--- src/rtl/pzcorebus_response_switch_arbiter_if.sv ---
// Response-switch arbitration bundle: requester valids/masks and ack in,
// binary select, one-hot grant and lock indication out.
interface pzcorebus_response_switch_arbiter_if #(
    parameter int SLAVES       = 2,
    parameter int SELECT_WIDTH = $clog2(SLAVES)
);
    logic [SLAVES-1:0]       i_response_valid;
    logic [SLAVES-1:0]       i_mask;
    logic                    i_response_ack;
    logic [SELECT_WIDTH-1:0] o_select;
    logic [SLAVES-1:0]       o_grant;
    logic                    o_locked;

    modport master (
        output i_response_valid,
        output i_mask,
        output i_response_ack,
        input  o_select,
        input  o_grant,
        input  o_locked
    );

    modport slave (
        input  i_response_valid,
        input  i_mask,
        input  i_response_ack,
        output o_select,
        output o_grant,
        output o_locked
    );
endinterface

--- src/rtl/pzcorebus_response_switch_arbiter.sv ---
// Round-robin arbiter for the response switch: zero-latency grant in IDLE,
// holds the owner locked until its last beat is acknowledged.
module pzcorebus_response_switch_arbiter #(
    parameter int SLAVES       = 2,
    parameter int SELECT_WIDTH = $clog2(SLAVES)
) (
    input logic i_clk,
    input logic i_rst,
    pzcorebus_response_switch_arbiter_if.slave bus
);
    typedef enum logic {
        IDLE,
        LOCKED
    } state_t;

    localparam logic [SELECT_WIDTH-1:0] LAST = SELECT_WIDTH'(SLAVES - 1);

    state_t                  r_state;
    state_t                  w_state_n;
    logic [SELECT_WIDTH-1:0] r_owner;
    logic [SELECT_WIDTH-1:0] w_owner_n;
    logic [SELECT_WIDTH-1:0] r_ptr;
    logic [SELECT_WIDTH-1:0] w_ptr_n;
    logic [SLAVES-1:0]       w_eligible;
    logic [SELECT_WIDTH-1:0] w_scan;
    logic [SELECT_WIDTH-1:0] w_winner;
    logic                    w_found;

    // Explicit wrap keeps non-power-of-two builds inside 0..SLAVES-1
    function automatic logic [SELECT_WIDTH-1:0] f_next(
        input logic [SELECT_WIDTH-1:0] x
    );
        return (x == LAST) ? '0 : x + 1'b1;
    endfunction

    assign w_eligible = bus.i_response_valid & bus.i_mask;

    always_comb begin
        w_found  = 1'b0;
        w_winner = r_ptr;
        w_scan   = r_ptr;
        for (int i = 0; i < SLAVES; i++) begin
            if (!w_found && w_eligible[w_scan]) begin
                w_found  = 1'b1;
                w_winner = w_scan;
            end
            w_scan = f_next(w_scan);
        end
    end

    always_comb begin
        w_state_n = r_state;
        w_owner_n = r_owner;
        w_ptr_n   = r_ptr;
        unique case (r_state)
            IDLE: begin
                if (w_found) begin
                    w_owner_n = w_winner;
                    if (bus.i_response_ack) begin
                        w_ptr_n = f_next(w_winner);
                    end else begin
                        w_state_n = LOCKED;
                    end
                end
            end
            LOCKED: begin
                if (bus.i_response_ack) begin
                    w_state_n = IDLE;
                    w_ptr_n   = f_next(r_owner);
                end
            end
            default: w_state_n = IDLE;
        endcase
    end

    always_ff @(posedge i_clk) begin
        if (i_rst) begin
            r_state <= IDLE;
            r_owner <= '0;
            r_ptr   <= '0;
        end else begin
            r_state <= w_state_n;
            r_owner <= w_owner_n;
            r_ptr   <= w_ptr_n;
        end
    end

    // Outputs are forced quiet during reset regardless of stored state
    always_comb begin
        bus.o_select = '0;
        bus.o_grant  = '0;
        bus.o_locked = 1'b0;
        if (!i_rst) begin
            if (r_state == LOCKED) begin
                bus.o_select         = r_owner;
                bus.o_grant[r_owner] = 1'b1;
                bus.o_locked         = 1'b1;
            end else if (w_found) begin
                bus.o_select          = w_winner;
                bus.o_grant[w_winner] = 1'b1;
            end else begin
                bus.o_select = r_owner;
            end
        end
    end
endmodule

--- src/flat_wrapper.sv ---
// flat-port wrapper written by rule: the top's interface ports become plain ports
module pzcorebus_response_switch_arbiter_flat 
#(
    parameter int SLAVES       = 2,
    parameter int SELECT_WIDTH = $clog2(SLAVES)
)
  (i_clk, i_rst, bus_i_response_valid, bus_i_mask, bus_i_response_ack, bus_o_select, bus_o_grant, bus_o_locked);
  pzcorebus_response_switch_arbiter_if #(.SLAVES(SLAVES), .SELECT_WIDTH(SELECT_WIDTH)) bus_i ();
  input logic i_clk;
  input logic i_rst;
  input wire logic [$bits(bus_i.i_response_valid)-1:0] bus_i_response_valid;
  input wire logic [$bits(bus_i.i_mask)-1:0] bus_i_mask;
  input wire logic [$bits(bus_i.i_response_ack)-1:0] bus_i_response_ack;
  output wire logic [$bits(bus_i.o_select)-1:0] bus_o_select;
  output wire logic [$bits(bus_i.o_grant)-1:0] bus_o_grant;
  output wire logic [$bits(bus_i.o_locked)-1:0] bus_o_locked;
  assign bus_i.i_response_valid = bus_i_response_valid;
  assign bus_i.i_mask = bus_i_mask;
  assign bus_i.i_response_ack = bus_i_response_ack;
  assign bus_o_select = bus_i.o_select;
  assign bus_o_grant = bus_i.o_grant;
  assign bus_o_locked = bus_i.o_locked;
  pzcorebus_response_switch_arbiter #(.SLAVES(SLAVES), .SELECT_WIDTH(SELECT_WIDTH)) u_core (.i_clk(i_clk), .i_rst(i_rst), .bus(bus_i));
endmodule
--- config.mk ---
export PLATFORM = sky130hd
export DESIGN_NAME = pzcorebus_response_switch_arbiter_flat
export DESIGN_NICKNAME = d
export VERILOG_FILES = /design/src/rtl/pzcorebus_response_switch_arbiter_if.sv /design/src/rtl/pzcorebus_response_switch_arbiter.sv /design/src/flat_wrapper.sv
export SDC_FILE = /design/constraint.sdc
export NUM_CORES = 1
export LEC_CHECK = 0
export CORE_AREA = 10 10 47 49
export DETAILED_ROUTE_END_ITERATION = 10
export DIE_AREA = 0 0 57 59
export SYNTH_ARGS = -nofsm -noshare
export SYNTH_HDL_FRONTEND = slang
export SYNTH_SLANG_ARGS = --single-unit
--- constraint.sdc ---
create_clock -name i_clk -period 2.65 [get_ports i_clk]
set_input_delay 0.3975 -clock i_clk [delete_from_list [all_inputs] [get_ports i_clk]]
set_output_delay 0.3975 -clock i_clk [all_outputs]
set_load 0.005 [all_outputs]
==> out/summary.txt, run 1 <==
most frequent cells in the layout - 10 x clkdlybuf4s50_1, 3 x a21oi_1, 3 x clkbuf_4, 3 x dfxtp_1, 2 x nand2_1
Hold Buf Count CTS - 0
wire length per cell - 10.4 um
layout cell share with drive strength beyond 1 - 0.114
Antenna Cells - 0
Clock Latency Late Sink - 0.23 ns
Compound-Gate Fraction of Synth Area - 0.367
ranking of synthesized cells by area - dfxtp_1 35%, a21oi_1 8.6%, a311o_1 5.8%, o21ba_1 5.8%, a221oi_1 5.0%
# rows - 14
initial antenna violation count - 0
crit-path max FO - 3
RSZ-0062 raised after global routing - no
Die Height - 59 um
Hold WS - 0.516 ns
final setup fails - 0
setup bufs post-CTS - 0
maxcap violations - 0
NumNets Final - 43
# clock sinks - 3
Worst Path Arrival - 2.07 ns
sequential cell area fraction in the yosys report - 0.345
Slew headroom - 0.775
Finished Layout Cells - 51
R2R depth - 3
Initial Util - 0.124
cell mode on critical path - clkdlybuf4s50_1
Die W - 57 um
via count - 207
# H-tree levels - 1
multiplexer share of the synthesized area - 0
R2R Setup Slk - 1.54 ns
Net Sw Frac - 0.225
slew of the pin with the lowest slew margin - 0.338 ns
status - completed
Port Buffers - 10
Total GRT Usage - 0.0423
peak supply drop - 0.000140 V
Post-DP HPWL - 447 um
post-synthesis adder-cell area fraction - 0
CP max stage delay - 0.53 ns
P per Cell Area - 505 mW/mm2
combinational group share of total power - 0.197
vias in the first global route - 234
Mapped Cells - 21
fin util - 0.229
share of the synthesized area in the top cell type - 0.345
Overflow after GRT - 0
fin. max-slew vios - 0
Mean Syn Cell Area - 8.28 um2
minimum clock period - 2.47 ns
Ys Warns - 0
DP Worst Slack - 0.168 ns
TritonCTS clock tree - built
drc violations - 0
crit share post-route - 0.933
FMAX - 404 MHz
Critical Path End Type - output pin
DR pass1 iterations - 1
ANT nets after route - 0
Cells after DPL - 47
Hold Path Class - flip-flop to flip-flop
clock-pin slew on the worst setup and hold paths - 0.03 ns
Reg power frac - 0.316
fin area - 320 um2
Vias/cell - 4.06
# IOs - 11
hold depth - 2
register bit total from synthesis - 3
commonest non-fill, non-tap cell in the layout - clkdlybuf4s50_1
first-pass GRT wire length - 1.01 mm
clock network power share - 0.487
Synth Cell Area - 174 um2
Overall Power - 0.162 mW
XOR/XNOR Fraction of Synth Area - 0
1st-iter DRT viols - 0
die area - 0.00336 mm2
cts bufs inserted - 3
clock tree buffer depth - 2
standby leakage power - 0.117 nW
worst-path cell chain - clkdlybuf4s50_1 > and3b_1 > or3_1 > a21oi_1 > clkdlybuf4s50_1
post-synthesis net count - 28
Switching Power - 0.0364 mW
Setup TNS Final - 0 ns
largest net degree at the start of global routing - 9
leading area contributor after synthesis - dfxtp_1
WL final - 531 um
post-CTS sizing - 0
Yosys cell types - 16
area delta synth->final - 84.2%
core area - 0.00140 mm2
Final GP Congestion - 0.630
CP startpoint kind - input pin
setup ws final - 0.178 ns
critical path type - input pin to output pin
post-synthesis simple-gate area fraction - 0.266
slowest CP cell - clkdlybuf4s50_1
final hold violation count - 0
final setup skew - 0.000874 ns
Placement Cell Area - 294 um2
Worst EP required - 2.25 ns
Cell Int Power - 0.125 mW
CTS root buffer - clkbuf_4
largest family of logic cells by synthesized area - compound AO/OA/AOI/OAI gates
[final timing paths]
path | to | start
max reg2reg | u_core.r_owner$_DFF_P_ | u_core.r_ptr$_SDFFE_PP0P_
max | bus_o_select | bus_i_response_valid[0]
min | u_core.r_owner$_DFF_P_ | u_core.r_owner$_DFF_P_
min reg2reg | u_core.r_owner$_DFF_P_ | u_core.r_owner$_DFF_P_
[cells in the mapped netlist, drive strengths merged]
| library cell | count |
|---|---|
| o31ai | 1 |
| o21ai | 1 |
| dfxtp | 3 |
| nor2b | 1 |
| a211oi | 1 |
| inv | 1 |
| a221oi | 1 |
| a311o | 1 |
| o21ba | 1 |
| a21oi | 3 |
| or3 | 1 |
| nand2 | 3 |
| and3b | 1 |
| nor3 | 1 |
| nand2b | 1 |
[layout make-up]
class	instances	area (um2)
Clock buffer	4	26.3
Fill cell	169	1080
Inverter	1	3.75
Multi-Input combinational cell	17	110
Sequential cell	3	60.1
Tap cell	16	20.0
Timing Repair Buffer	10	100
[kinds of logic after synthesis]
kind of cell    after synthesis
flops                         3
buf+inv                       1
simple gates                  8
compound gates                9
[flip-flops by register name, indices dropped and copies added, names as in the netlist]
| register | count |
|---|---|
| u_core.r_ptr | 1 |
| u_core.r_state | 1 |
| u_core.r_owner | 1 |
[critical path: cells and delay by family]
family | cells | cell delay [ns]
AO/OA/AOI/OAI | 1 | 0.18
AND/OR/NAND/NOR | 2 | 0.53
buffers and inverters | 2 | 0.96
[power by group through the flow]
stage	Combinational [mW]	Sequential, mW	Clock, mW
floorplan	0.0124	0.0511	0
global placement	0.0321	0.0517	0
detailed placement	0.0322	0.0517	0
CTS	0.0324	0.0511	0.0842
global route	0.0351	0.0520	0.0929
finish	0.0318	0.0511	0.0788
[layer usage]
layer | track usage | wire, um | up-vias
met2 | 0.0481 | 232 | 7
met4 | 0.0403 | 0 | 0
met1 | 0.0415 | 245 | 92
met5 | 0 | 0 | -
met3 | 0.0429 | 53 | 0
li1 | - | - | 108
Note: power is estimated with default switching activity, not from simulation.
==> run 2: changes to the inputs <==
- ABC_AREA: default -> 1
- SETUP_SLACK_MARGIN: default -> 0.2
==> out/summary.txt, run 2 <==
wire length per cell - 8.81 um
area delta synth->final - 81.8%
Die Height - 59 um
ranking of synthesized cells by area - dfxtp_1 34%, nand2_1 17%, nand3_1 11%, nor2_1 10%, or2_4 4.9%
via count - 224
fraction of registers with async set/reset - 0
critical path type - input pin to output pin
multiplexer share of the synthesized area - 0
Synth Cell Area - 179 um2
post-synthesis simple-gate area fraction - 0.545
sequential cell area fraction in the yosys report - 0.336
drc violations - 0
post-CTS sizing - 0
Overflow after GRT - 0
share of the synthesized area in the top cell type - 0.336
die area - 0.00336 mm2
register bit total from synthesis - 3
Clock Latency Late Sink - 0.23 ns
Port Buffers - 10
hold wc startpoint - u_core.r_ptr$_SDFFE_PP0P_
CP delay by family, top - buffers and inverters
largest net degree at the start of global routing - 5
commonest non-fill, non-tap cell in the layout - clkdlybuf4s50_1
Worst EP required - 2.25 ns
Mean Syn Cell Area - 6.17 um2
Multi-input gate area - 108 um2
setup ws final - 0.362 ns
slowest CP cell - clkdlybuf4s50_1
final setup fails - 0
vias in the first global route - 244
core area - 0.00140 mm2
Yosys cell types - 12
Worst Path Arrival - 1.89 ns
CP startpoint kind - input pin
DP Worst Slack - 0.334 ns
Ys Warns - 0
Cells after DPL - 55
Post-synth EDFFs - 0
Filler Cell Count - 176
Vias/cell - 3.80
post-synthesis net count - 36
Overall Power - 0.166 mW
P per Cell Area - 510 mW/mm2
crit share post-route - 0.863
FMAX - 437 MHz
slew of the pin with the lowest slew margin - 0.161 ns
leading area contributor after synthesis - dfxtp_1
clock tree buffer depth - 2
Hold Path Class - flip-flop to flip-flop
Setup TNS Final - 0 ns
status - completed
Final GP Congestion - 0.696
# H-tree levels - 1
clock-pin slew on the worst setup and hold paths - 0.03 ns
CP max stage delay - 0.54 ns
Antenna Cells - 0
Hold WS - 0.547 ns
Critical Path End Type - output pin
ys flop type - dfxtp_1
NumNets Final - 51
ANT nets after route - 0
layout cell share with drive strength beyond 1 - 0.163
Post-DP HPWL - 454 um
cts bufs inserted - 3
Initial Util - 0.128
crit-path max FO - 3
RSZ-0062 raised after global routing - no
largest family of logic cells by synthesized area - simple AND/OR/NAND/NOR gates
largest registers - u_core.r_owner (1), u_core.r_ptr (1), u_core.r_state (1)
Die W - 57 um
final hold violation count - 0
CTS root buffer - clkbuf_4
# clock sinks - 3
top cells by count, synth - 8 x nand2_1, 5 x nor2_1, 4 x nand3_1, 3 x dfxtp_1, 2 x inv_1
most frequent cells in the layout - 10 x clkdlybuf4s50_1, 8 x nand2_1, 5 x nor2_1
Hold Buf Count CTS - 0
minimum clock period - 2.29 ns
Slew headroom - 0.892
DR pass1 iterations - 4
first-pass GRT wire length - 979 um
Compound-Gate Fraction of Synth Area - 0.0559
worst-path cell chain - clkdlybuf4s50_1 > nand2_1 > nand3_1 > nand2_1 > nor3b_1 > clkdlybuf4s50_1
1st-iter DRT viols - 2
maxcap violations - 0
# rows - 14
Mapped Cells - 29
Register Area - 60.1 um2
TritonCTS clock tree - built
post-synthesis adder-cell area fraction - 0
Total GRT Usage - 0.0415
XOR/XNOR Fraction of Synth Area - 0
Finished Layout Cells - 59
# IOs - 11
peak supply drop - 0.000112 V
fin. max-slew vios - 0
final setup skew - 0.00102 ns
setup bufs post-CTS - 0
most frequent cell after synthesis - nand2_1
worst r2r src - u_core.r_state$_SDFF_PP0_
crit path buf inv count - 2
WL final - 520 um
Critical path origin - bus_i_response_valid[1]
initial antenna violation count - 0
standby leakage power - 0.146 nW
-- run 2: power by group --
group | switching, mW | total [mW] | internal [mW]
Combinational | 0.0161 | 0.0375 | 0.0214
Clock | 0.0215 | 0.0778 | 0.0563
Sequential | 0.00173 | 0.0508 | 0.0490
Total | 0.0393 | 0.166 | 0.127
-- run 2: final cells by class --
cell class / instances / area share
clock buffers: 4 / 0.0808
inverters: 3 / 0.0346
multi-input cells: 23 / 0.331
flip-flops and latches: 3 / 0.185
well taps: 16 / 0.0615
repair buffers: 10 / 0.308
-- run 2: kinds of logic after synthesis --
kind of cell    count (synthesis)
buf+inv                         3
flops                           3
compound gates                  2
simple gates                   21
-- run 2: per-stage QoR --
stage,area [um2],util
2_1_floorplan,179,-
3_3_place_gp,299,0.213
3_5_place_dp,299,0.213
4_1_cts,325,0.232
5_1_grt,325,0.232
6_report,325,0.232
-- run 2: path summary, 6_finish.rpt --
| check | end | slack [ns] | cells after the start |
|---|---|---|---|
| hold / removal | u_core.r_ptr$_SDFFE_PP0P_ | 0.55 | 4 |
| setup reg to reg | u_core.r_ptr$_SDFFE_PP0P_ | 1.75 | 5 |
| hold reg to reg | u_core.r_ptr$_SDFFE_PP0P_ | 0.55 | 4 |
| setup / recovery | bus_o_grant[1] | 0.36 | 6 |
-- run 2: worst min-delay path, cell delays in order (launching register included) --
cell and delay (ns):
dfxtp_1 0.30, inv_1 0.06, nand2_1 0.05, nand2_1 0.06
nor2_2 0.03
-- run 2: layer usage --
| metal | part of all wire | vias to the layer above | track usage | routed length, um |
|---|---|---|---|---|
| met1 | 0.43 | 98 | 0.0321 | 221 |
| met5 | 0 | - | 0 | 0 |
| met2 | 0.47 | 6 | 0.0558 | 242 |
| met3 | 0.11 | 0 | 0.0451 | 57 |
| met4 | 0 | 0 | 0.0403 | 0 |
| li1 | - | 120 | - | - |
==> edit, RTL diff (config.mk and constraints of run 2) <==
`SLAVES` is set to 2 in 3 places; all go to 4.
--- a/src/rtl/pzcorebus_response_switch_arbiter_if.sv
+++ b/src/rtl/pzcorebus_response_switch_arbiter_if.sv
@@ -1,7 +1,7 @@
 // Response-switch arbitration bundle: requester valids/masks and ack in,
 // binary select, one-hot grant and lock indication out.
 interface pzcorebus_response_switch_arbiter_if #(
-    parameter int SLAVES       = 2,
+    parameter int SLAVES       = 4,
     parameter int SELECT_WIDTH = $clog2(SLAVES)
 );
     logic [SLAVES-1:0]       i_response_valid;
--- a/src/rtl/pzcorebus_response_switch_arbiter.sv
+++ b/src/rtl/pzcorebus_response_switch_arbiter.sv
@@ -1,7 +1,7 @@
 // Round-robin arbiter for the response switch: zero-latency grant in IDLE,
 // holds the owner locked until its last beat is acknowledged.
 module pzcorebus_response_switch_arbiter #(
-    parameter int SLAVES       = 2,
+    parameter int SLAVES       = 4,
     parameter int SELECT_WIDTH = $clog2(SLAVES)
 ) (
     input logic i_clk,
--- a/src/flat_wrapper.sv
+++ b/src/flat_wrapper.sv
@@ -1,7 +1,7 @@
 // flat-port wrapper written by rule: the top's interface ports become plain ports
 module pzcorebus_response_switch_arbiter_flat 
 #(
-    parameter int SLAVES       = 2,
+    parameter int SLAVES       = 4,
     parameter int SELECT_WIDTH = $clog2(SLAVES)
 )
   (i_clk, i_rst, bus_i_response_valid, bus_i_mask, bus_i_response_ack, bus_o_select, bus_o_grant, bus_o_locked);
Ports: changed (resized bus_i_mask, bus_i_response_valid, bus_o_grant and bus_o_select); port bits go from 11 to 18. The function was not compared with the original's and may differ.
==> edit against run 2 <==
- area after synthesis grew to 4.6 times the old value
- the flow now stops in global routing (5_1_grt)
==> edit: results <==
metrics = {
    "yosys": {
        "ys_ff_latch": 5,
        "yosys_warnings": 0,
        "synthArstFlopShare": 0,
        "netlist_top_cells_count": "40 x nand2_1, 18 x inv_1, 11 x nand3_1",
        "syn_nets": 151,
        "synth_cell_type_count": 23,
        "ys.flop_type": "dfxtp_1",
        "ys_top_cells_by_area": "nand2_1 18%, ha_1 14%, dfxtp_1 12%",
        "ys_seq_area_frac": 0.122,
        "avgSynthCellArea_um2": 6.27,
        "yosysMostFrequentCell": "nand2_1",
    },
    "placement": {
        "gp_congestion": 0.861,
        "dpl-instance-area_um2": 1150,
        "port_buffers": 17,
        "dp_hpwl_um": 1720,
    },
    "sta": {
        "crit_endpoint": "bus_o_grant[0]",
        "endpoint_type": "primary output",
    },
    "outcome": {
        "run_status": "did not finish",
        "tool.error": "[ERROR DPL-0038] Utilization greater than 100%, impossible to legalize",
        "stop_stage": "global routing (5_1_grt)",
    },
    "clocking": {
        "htree_levels": 1,
        "clockRootBuffer": "clkbuf_4",
        "clock_path_buffers": 2,
        "numCtsBuffers": 3,
    },
    "grt": {
        "grt_max_degree": 10,
    },
}
## edit: cell types whose count changed after synthesis, sizes merged, moves of 3 or more
cell and delta:
nor2 +7, nand2 +43, inv +16, o211ai +3
ha +9, a21oi +3, nand3 +11, o21ai +5
## edit: timing repair
item | 4_1_cts
setup buffers | 7
pin swaps | 32
endpoints found under the setup margin | 6
hold endpoints to repair | 0
gates resized for setup | 76
## edit: cell families after synthesis
group	Yosys count	synth area share
and+or+nand+nor	84	0.543
buffers and inverters	20	0.0914
AOI/OAI and AO/OA	13	0.107
adders and majority gates	9	0.137
DFF	5	0.122
## edit: per-stage QoR
step | worst slack (ps) | std cells
detailed placement | -462 | 182
CTS | -8.66 | 193
global placement | -400 | 182
floorplan | 242 | 131
